### src/rtl/spatz_id_scheduler.sv
// spatz_id_scheduler: allocates/retires vector instruction IDs, tracks per-ID owner, idle and sticky flags
// Ports:
//   clk_i, rst_ni                       clock, asynchronous active-low reset
//   alloc_valid_i/ready_o/ex_unit_i/id_o allocation handshake (ex_unit: 0=CON 1=LSU 2=SLD 3=VFU)
//   vfu/vlsu/vsldu_rsp_valid_i/id_i     per-unit retirement, vlsu_rsp_exc_i flags a memory exception
//   busy_o, unit_idle_o {VSLDU,VLSU,VFU}, all_idle_o   occupancy status
//   exc_o, err_o, flag_clear_i          sticky exception / protocol-error flags and their clear
//   oldest_valid_o, oldest_id_o         oldest in-flight ID (SPATZ_ID_SCHED_AGE_TRACK_EN), else tied 0
module spatz_id_scheduler #(
    parameter int unsigned NrIds   = 4,
    parameter int unsigned IdWidth = $clog2(NrIds)
) (
    input  logic               clk_i,
    input  logic               rst_ni,
    input  logic               alloc_valid_i,
    output logic               alloc_ready_o,
    input  logic [1:0]         alloc_ex_unit_i,
    output logic [IdWidth-1:0] alloc_id_o,
    input  logic               vfu_rsp_valid_i,
    input  logic [IdWidth-1:0] vfu_rsp_id_i,
    input  logic               vlsu_rsp_valid_i,
    input  logic [IdWidth-1:0] vlsu_rsp_id_i,
    input  logic               vlsu_rsp_exc_i,
    input  logic               vsldu_rsp_valid_i,
    input  logic [IdWidth-1:0] vsldu_rsp_id_i,
    output logic [NrIds-1:0]   busy_o,
    output logic [2:0]         unit_idle_o,
    output logic               all_idle_o,
    output logic               exc_o,
    output logic               err_o,
    input  logic               flag_clear_i,
    output logic               oldest_valid_o,
    output logic [IdWidth-1:0] oldest_id_o
);
    localparam logic [1:0] Con = 2'd0, Lsu = 2'd1, Sld = 2'd2, Vfu = 2'd3;

    logic [NrIds-1:0]        busy_q, busy_d, ret_mask;
    logic [NrIds-1:0][1:0]   owner_q, owner_d;
    logic                    exc_q, exc_d, err_q, err_d, err_set;
    logic [IdWidth-1:0]      free_id;
    logic                    is_con, full, grant;
    logic [2:0]              rsp_v;
    logic [2:0][IdWidth-1:0] rsp_id;
    logic [2:0][1:0]         rsp_unit;

    assign rsp_v    = {vsldu_rsp_valid_i, vlsu_rsp_valid_i, vfu_rsp_valid_i};
    assign rsp_id   = {vsldu_rsp_id_i, vlsu_rsp_id_i, vfu_rsp_id_i};
    assign rsp_unit = {Sld, Lsu, Vfu};

    // CON instructions complete in the controller: always accepted, never occupy an ID
    assign is_con        = alloc_ex_unit_i == Con;
    assign full          = &busy_q;
    assign grant         = alloc_valid_i & ~is_con & ~full;
    assign alloc_ready_o = is_con | ~full;
    assign alloc_id_o    = is_con ? '0 : free_id;
    assign busy_o        = busy_q;
    assign all_idle_o    = ~|busy_q;
    assign exc_o         = exc_q;
    assign err_o         = err_q;

    always_comb begin
        free_id = '0;
        for (int i = NrIds - 1; i >= 0; i--)
            if (!busy_q[i]) free_id = IdWidth'(i);
    end

    // only a response from the owning unit to a busy ID retires; everything else is a protocol error
    always_comb begin
        ret_mask = '0;
        err_set  = 1'b0;
        for (int k = 0; k < 3; k++) begin
            if (rsp_v[k]) begin
                if (busy_q[rsp_id[k]] && owner_q[rsp_id[k]] == rsp_unit[k]) ret_mask[rsp_id[k]] = 1'b1;
                else err_set = 1'b1;
            end
            for (int m = k + 1; m < 3; m++)
                if (rsp_v[k] && rsp_v[m] && rsp_id[k] == rsp_id[m]) err_set = 1'b1;
        end
    end

    // the granted ID is free in busy_q, so it can never collide with a retiring one
    always_comb begin
        busy_d  = busy_q & ~ret_mask;
        owner_d = owner_q;
        if (grant) begin
            busy_d[free_id]  = 1'b1;
            owner_d[free_id] = alloc_ex_unit_i;
        end
    end

    assign exc_d = (vlsu_rsp_valid_i & vlsu_rsp_exc_i) | (exc_q & ~flag_clear_i);
    assign err_d = err_set | (err_q & ~flag_clear_i);

    always_comb begin
        unit_idle_o = 3'b111;
        for (int i = 0; i < NrIds; i++) begin
            if (busy_q[i] && owner_q[i] == Vfu) unit_idle_o[0] = 1'b0;
            if (busy_q[i] && owner_q[i] == Lsu) unit_idle_o[1] = 1'b0;
            if (busy_q[i] && owner_q[i] == Sld) unit_idle_o[2] = 1'b0;
        end
    end

    always_ff @(posedge clk_i or negedge rst_ni) begin
        if (!rst_ni) begin
            busy_q  <= '0;
            owner_q <= '0;
            exc_q   <= 1'b0;
            err_q   <= 1'b0;
        end else begin
            busy_q  <= busy_d;
            owner_q <= owner_d;
            exc_q   <= exc_d;
            err_q   <= err_d;
        end
    end

`ifdef SPATZ_ID_SCHED_AGE_TRACK_EN
    // age_q[j][i] set: ID j is older than ID i
    logic [NrIds-1:0][NrIds-1:0] age_q, age_d;
    logic                        blk;

    always_comb begin
        age_d = age_q;
        for (int i = 0; i < NrIds; i++) begin
            if (ret_mask[i]) begin
                age_d[i] = '0;
                for (int j = 0; j < NrIds; j++) age_d[j][i] = 1'b0;
            end
        end
        if (grant) begin
            age_d[free_id] = '0;
            for (int j = 0; j < NrIds; j++) age_d[j][free_id] = busy_q[j] & ~ret_mask[j];
        end
    end

    // oldest is the busy ID with no busy ID older than it
    always_comb begin
        oldest_id_o = '0;
        blk         = 1'b0;
        for (int i = NrIds - 1; i >= 0; i--) begin
            blk = 1'b0;
            for (int j = 0; j < NrIds; j++) blk = blk | (busy_q[j] & age_q[j][i]);
            if (busy_q[i] && !blk) oldest_id_o = IdWidth'(i);
        end
    end

    assign oldest_valid_o = |busy_q;

    always_ff @(posedge clk_i or negedge rst_ni) begin
        if (!rst_ni) age_q <= '0;
        else age_q <= age_d;
    end
`else
    assign oldest_valid_o = 1'b0;
    assign oldest_id_o    = '0;
`endif
endmodule

### config.mk
export PLATFORM = sky130hd
export DESIGN_NAME = spatz_id_scheduler
export DESIGN_NICKNAME = d
export VERILOG_FILES = /design/src/rtl/spatz_id_scheduler.sv
export SDC_FILE = /design/constraint.sdc
export NUM_CORES = 1
export LEC_CHECK = 0
export CAP_MARGIN = 20
export CORE_MARGIN = 4
export CORE_UTILIZATION = 43
export CTS_CLUSTER_DIAMETER = 30
export DETAILED_ROUTE_END_ITERATION = 16
export PLACE_DENSITY = 0.76
export SYNTH_ARGS = -nofsm -noshare
export SYNTH_HDL_FRONTEND = slang
export SYNTH_SLANG_ARGS = --single-unit
### constraint.sdc
create_clock -name clk_i -period 1.45 [get_ports clk_i]
set_clock_uncertainty 0.15 [all_clocks]
set_input_delay 0.29 -clock clk_i [delete_from_list [all_inputs] [get_ports clk_i]]
set_output_delay 0.29 -clock clk_i [all_outputs]
set_load 0.01 [all_outputs]
Word-level counts from Yosys, hierarchy flattened
Index checks and enable logic that the tools add are counted.

Flip-flop bits (word level): 14. Bits in latches: 0. RAM bits: 0. ROM bits: 0. Output and inout bits: 16. Memories kept: 0.

Add/sub/neg operators: 0. Multiply operators: 0. Div/mod/pow operators: 0. $lt $le $gt $ge: 8. Equality and inequality tests: 18. Shift-type cells: 0. Muxes and demuxes: 56. Bitwise gates (word level): 16. Reduce and logical (&&, ||, !) cells: 29.

Operators with widths (count): $mux W1 (28); $mux W4 (7); $logic_and A1 B1 Y1 (25); $eq A2 B2 Y1 const B (10); $mux W2 (9); $bmux W2 S2 (3); $lt A2 B3 Y1 const B (4); $or A4 B4 Y4 (3); $eq A2 B1 Y1 const B (5); $bwmux W8 (1); $demux W1 S2 (4); $ge A2 B1 Y1 const B (4); $bmux W1 S2 (3); $eq A2 B2 Y1 (3); $and A1 B1 Y1 (5); $and A4 B4 Y4 (1); $demux W2 S2 (1); $not A4 Y4 (1); $reduce_and A4 Y1 (1); $reduce_or A4 Y1 (1); $not A1 Y1 (3); $or A1 B1 Y1 (3); $logic_not A2 Y1 (1); $logic_not A1 Y1 (1).

Depth between registers and ports, before layout
Gate-level depths: netlist of the first run.

Word-level depth: 16. Mapped depth: 5.

Least setup slack after synthesis of the first run
No wires, ideal clock.

Path kind: register -> register. Start point: register busy_q[2] (netlist: busy_o[2]). End point: register err_q (netlist: err_o). Data arrival time: 1.354 ns. Data required time: 1.159 ns. Slack: -0.195 ns. Stages on the path, launching flop included: 6. Clock period less this slack: 1.645 ns. Cell sequence: dfrtp_1 -> clkbuf_8 -> nand3_1 -> mux4_2 -> o31ai_2 -> o2111ai_1.

Cells in the longest elaborated chain, start to end: 13. Elaborated cells on any way between the ends: 19. Those cells by class: 15 x mux; 1 x bitwise; 3 x reduce/logical.

RTL lines: start, declared (line 37) `logic [NrIds-1:0] busy_q, busy_d, ret_mask;`; start signal, assigned (line 110) `busy_q <= busy_d;`; $bmux W1 S2 (line 73) `if (busy_q[rsp_id[k]] && owner_q[rsp_id[k]] == rsp_unit[k]) ret_mask[rsp_id[k]] = 1'b1;`; $mux W1 (not written as such) (line 73); $logic_and A1 B1 Y1 (line 73); $mux W1 (line 73); $mux W1 (line 72) `if (rsp_v[k]) begin`; $mux W1 (2 in a row) (line 77) `if (rsp_v[k] && rsp_v[m] && rsp_id[k] == rsp_id[m]) err_set = 1'b1;`; $mux W1 (line 73); $mux W1 (line 72); $mux W1 (line 77); $mux W1 (line 73); $mux W1 (*) (line 72); $or A1 B1 Y1 (*) (line 92) `assign err_d = err_set | (err_q & ~flag_clear_i);`; via err_d (line 39) `logic exc_q, exc_d, err_q, err_d, err_set;`; end signal, assigned (line 113) `err_q <= err_d;`; end, declared (line 39).

The timed path passes the listed nets; every way through them passes the cells marked *. The select of a mux whose other input is x is not followed. A chain may end at the register's enable or synchronous reset.

Final worst setup path of the first run
Start point: register busy_q[0] (netlist: busy_o[0]). End point: output port unit_idle_o[1].

Cells in the longest elaborated chain, start to end: 5.

RTL lines: $logic_and A1 B1 Y1 (line 98) `if (busy_q[i] && owner_q[i] == Lsu) unit_idle_o[1] = 1'b0;`; $mux W1 (4 in a row) (line 98); end, declared (line 27) `output logic [2:0] unit_idle_o,`.

No other way between the ends.

==> impl_metrics.sql, run 1 <==
INSERT INTO impl_metrics (metric_group, metric, value, unit) VALUES
('status', 'status', 'finished with violations', ''),
('status', 'failed_checks', 'negative setup slack', ''),
('power_and_ir_drop', 'leakagePower', '0.855', 'nW'),
('finish', 'layout.cell_area.non_filler', '0.00185', 'mm^2'),
('sta', 'final.setup.worst_slack', '-0.321', 'ns'),
('worst_setup_path', 'required', '1.01', 'ns'),
('finish', 'seq_area', '355', 'um^2'),
('place', 'hpwl', '2640', 'um'),
('global_route', 'grt_use_met2', '0.409', ''),
('synth', 'share_of_synthesized_registers_carrying_an_async_set_or_reset', '1.00', ''),
('power_and_ir_drop', 'switching_power', '1.38', 'mW'),
('synth', 'synth_ff_type', 'sky130_fd_sc_hd__dfrtp_1', ''),
('sta', 'final-max-slew-violation-count', '0', ''),
('drt', 'antenna_violating_nets_post_route', '0', ''),
('worst_setup_path', 'regToRegEndpoint', 'err_o', ''),
('finish', 'final_net_count', '213', ''),
('drt', 'drt_iter0_markers', '61', ''),
('finish', 'fillCellCount', '191', ''),
('global_route', 'grt_max_degree', '15', ''),
('clock_network', 'level_count_of_the_clock_h_tree', '1', ''),
('synth', 'synth-edff-count', '0', ''),
('worst_setup_path', 'criticalPathCategory', 'reg -> out', ''),
('clock_network', 'cts.reportedPaths.clkPinSlew', '0.09', 'ns'),
('power_and_ir_drop', 'share_comb_of_total_power', '0.695', ''),
('drt', 'postRouteWirelength', '3860', 'um'),
('clock_network', 'tritoncts.num_buffers', '3', ''),
('finish', 'areaGrowthSynthToFinish', '63.2', '%'),
('worst_setup_path', 'timing.reg2reg.worst_path_depth', '4', ''),
('place', 'place_inst', '215', ''),
('finish', 'final_cells', '225', ''),
('synth', 'synth-compound-area-share', '0.167', ''),
('synth', 'syn-mean-instance-area', '8.85', 'um^2'),
('power_and_ir_drop', 'ir_worst_vdd', '1.45', 'mV'),
('place', 'port-buffer-count', '28', ''),
('die', 'placeableCoreArea', '0.00250', 'mm^2'),
('clock_network', 'clock_path_buffers', '2', ''),
('sta', 'final_cycle_share', '1.22', ''),
('die', 'die_w', '59.3', 'um'),
('global_route', 'grt_busiest_layer', 'met2', ''),
('sta', 'fin_tns_setup', '-3.31', 'ns'),
('global_route', 'track_usage', '0.240', ''),
('clock_network', 'clk_latency', '0.29', 'ns'),
('finish', 'drive_above_1_share', '0.467', ''),
('finish', 'antennaDiodeCount', '0', ''),
('global_route', 'gr-usage-met3', '0.0654', ''),
('sta', 'setup_violations', '18', ''),
('sta', 'fin_worst_hold_slack', '0.148', 'ns'),
('die', 'placementRows', '18', ''),
('synth', 'synth_adder_area_share', '0', ''),
('power_and_ir_drop', 'power_switching_share', '0.402', ''),
('sta', 'timing.final.hold_violations', '0', ''),
('place', 'placement.cell_area', '0.00167', 'mm^2'),
('synth', 'area_fraction_of_the_dominant_cell_type_after_synthesis', '0.309', ''),
('worst_setup_path', 'critPathArrivalTime', '1.33', 'ns'),
('power_and_ir_drop', 'pwr_density_cell', '1860', 'mW/mm^2'),
('sta', 'max_freq', '0.565', 'GHz'),
('die', 'die_h', '59.3', 'um'),
('global_route', 'grt_pass1_vias', '1305', ''),
('global_route', 'grt_first_pass_wirelength', '6330', 'um'),
('drt', 'drt_first_pass_iters', '4', ''),
('die', 'design.portCount', '32', ''),
('global_route', 'use_met1', '0.288', ''),
('die', 'initial_util', '0.453', ''),
('global_route', 'globalRouteOverflowTotal', '0', ''),
('power_and_ir_drop', 'pwr-share-seq', '0.238', ''),
('worst_setup_path', 'timing.rr.start', 'busy_o[0]', ''),
('synth', 'synth-xor-area-share', '0.0464', ''),
('global_route', 'number_of_antenna_violations_at_the_first_check_in_global_routing', '0', ''),
('job', 'cap_violations', '0', ''),
('synth', 'yosys-top-cells-count', 'sky130_fd_sc_hd__nand2_1 (19), sky130_fd_sc_hd__dfrtp_1 (14), sky130_fd_sc_hd__o21ai_0 (10), sky130_fd_sc_hd__nand3_1 (8), sky130_fd_sc_hd__buf_4 (7)', ''),
('drt', 'routed-via-count', '1318', '');
[final cells by class]
type | instances | share of cell area
timing repair buffer | 76 | 0.361
multi-input combinational | 98 | 0.406
clock buffer | 3 | 0.0122
sequential | 14 | 0.192
inverter | 4 | 0.00812
tap | 30 | 0.0203
[worst min-delay path by stage]
stage / start / endpoint / slack (ns) / cells after the start
floorplan: rst_ni / busy_o[0] / -0.16 / 0
global placement: owner_q[3] / owner_q[3] / 0.33 / 2
detailed placement: owner_q[3] / owner_q[3] / 0.34 / 2
CTS: rst_ni / busy_o[0] / 0.16 / 2
global route: rst_ni / busy_o[0] / 0.14 / 2
finish: rst_ni / busy_o[0] / 0.15 / 2
[placed cells by master (no fill, tap or decap), drive strengths merged, types with 2 or more instances in the layout]
cell           Yosys  layout
nand2b             2       2
nor4b              2       2
buf               10      58
nand2             19      19
xor2               2       2
and4b              3       3
nand3              8       8
nor2               3       3
nand4b             2       2
nor4bb             3       3
conb               1       3
nor3               2       2
nor4               2       2
o21ai             10      10
o31a               2       2
dlymetal6s2s       0       3
dfrtp             14      14
clkdlybuf4s50      0       8
mux2               4       4
xnor2              4       4
o211ai             3       3
and3b              2       2
dlygate4sd2        0       5
inv                4       4
clkdlybuf4s15      1       2
a21oi              2       2
nand3b             2       2
clkbuf             3       3
[cells by family (layout without fill, tap and decap cells)]
family / Yosys count / after routing
and+or+nand+nor: 57 / 57
AOI/OAI and AO/OA: 27 / 27
buffers and inverters: 18 / 83
DFF: 14 / 14
xor gates and xnor gates: 6 / 6
muxes: 5 / 5
other: 1 / 3
[registers in the layout (all words and copies together) (netlist names)]
signal and count:
busy_o 4, exc_o 1, owner_q 8, err_o 1
[worst max-delay path: stages (launching register included)]
cell                       delay, ns
sky130_fd_sc_hd__dfrtp_2        0.48
sky130_fd_sc_hd__nand2_2        0.11
sky130_fd_sc_hd__o21ai_1        0.07
sky130_fd_sc_hd__a311oi_2       0.21
sky130_fd_sc_hd__buf_2          0.18
[layer usage]
layer / wire, um / vias to the layer above
li1: - / 604
met1: 1460 / 630
met2: 1950 / 70
met3: 357 / 14
met4: 89 / 0
met5: 0 / -
[power groups by stage]
stage	Clock, mW	Combinational, mW	Sequential [mW]
6_report	0.230	2.38	0.815
5_1_grt	0.255	2.55	0.841
4_1_cts	0.231	2.25	0.786
3_5_place_dp	0	1.96	0.790
3_3_place_gp	0	1.92	0.786
2_1_floorplan	0	0.958	0.762
[per-stage QoR]
step / power (mW) / worst slack [ns]
6_report: 3.43 / -0.321
5_1_grt: 3.65 / -0.387
4_1_cts: 3.26 / -0.294
3_5_place_dp: 2.75 / -0.783
3_3_place_gp: 2.71 / -0.712
2_1_floorplan: 1.72 / -0.195
[timing repair]
action                     in CTS  in global routing
pin swaps                      11                  4
setup buffers                   6                  3
cloned                          0                  0
setup endpoints to repair      22                 21
resized for setup              81                 17
Note: power is estimated with default switching activity, not from simulation.
==> run 2: changes to the inputs <==
--- a/config.mk
+++ b/config.mk
@@ -5,7 +5,6 @@
 export SDC_FILE = /design/constraint.sdc
 export NUM_CORES = 1
 export LEC_CHECK = 0
-export CAP_MARGIN = 20
 export CORE_MARGIN = 4
 export CORE_UTILIZATION = 43
 export CTS_CLUSTER_DIAMETER = 30
==> results of run 2 <==
The final DEF is identical to that of run 1; final timing and power are the same.
==> variant: new RTL, flow settings as in run 1 <==
Set the parameter `NrIds` to 8 (it was 4).
--- a/src/rtl/spatz_id_scheduler.sv
+++ b/src/rtl/spatz_id_scheduler.sv
@@ -9,3 +9,3 @@
 module spatz_id_scheduler #(
-    parameter int unsigned NrIds   = 4,
+    parameter int unsigned NrIds   = 8,
     parameter int unsigned IdWidth = $clog2(NrIds)
Ports: changed (6 resized); port bits go from 32 to 41. No check against the original RTL was run, so the function may have changed too.
==> variant against run 1 <==
Sequential cell count up 12. Total power rose to 2.6 times the old value. Worst setup slack worse by 450 ps. The flow still finishes with violations (negative setup slack). First-iteration DRC count rose to 7.4 times the old value. Critical endpoint is now busy_o[7]. Cell area up 140%. Largest cell class unchanged. Wire length rose to 3.4 times the old value. Synthesized area up 110%. Critical path depth up 2. Highest routed layer unchanged.
==> variant: results <==
[status]
status = finished with violations
violations = negative setup slack

[final_layout]
largest_reg_flops = 16
final_nets = 459
drive_gt1_frac = 0.585
layoutNonFillerInstCount = 509

[grt]
gr-usage-met1 = 0.448
grt_first_pass_wirelength_microns = 17900
gr-usage-all-layers = 0.363

[setup_path]
crit_start = owner_q[6]
slowest_delay_ps = 520
required_ps = 1480
path_delay_family = compound AO/OA/AOI/OAI gates

[placement]
post-place-cells = 476
io_buffers = 36
pre_cts_ws_ps = -1280
dp_hpwl_microns = 7550
place_congestion = 1.03

[timing]
setup_violations = 41
setup_ws_ps = -772
tns_ps = -17460

[yosys]
synth_commonest_cells = nand2_1, dfrtp_1, clkbuf_1, inv_1, nor2_1
synthCells = 282
netlist-cell-type-count = 60
synthXorXnorAreaFrac = 0.0335

[power_and_ir_drop]
p_clk_frac = 0.070
power.share.switching = 0.446

[detailed_routing]
wirelength_microns = 13300
## variant: layout make-up
cell class,count,area [sq um]
Fill cell,271,719
Tap cell,70,87.6
Timing Repair Buffer,178,1570
Inverter,13,48.8
Clock inverter,1,30.0
Clock buffer,3,41.3
Sequential cell,26,661
Multi-Input combinational cell,218,2050
## variant: repair_timing
| action | CTS | global route |
|---|---|---|
| pin swaps | 26 | 23 |
| gates resized for setup | 158 | 60 |
| gates cloned | 0 | 0 |
| buffers inserted | 27 | 15 |
| endpoints found under the setup margin | 43 | 41 |
## variant: worst paths after layout
| check | end | slack, ps | cells past startpoint |
|---|---|---|---|
| max in group asynchronous | busy_o[5] | 770 | 2 |
| worst min register to register | exc_o | 390 | 2 |
| min in group clk_i | exc_o | 390 | 2 |
| worst min-delay path | owner_q[6] | 210 | 2 |
| worst max-delay path | busy_o[7] | -770 | 6 |
| worst max register to register | busy_o[7] | -770 | 6 |
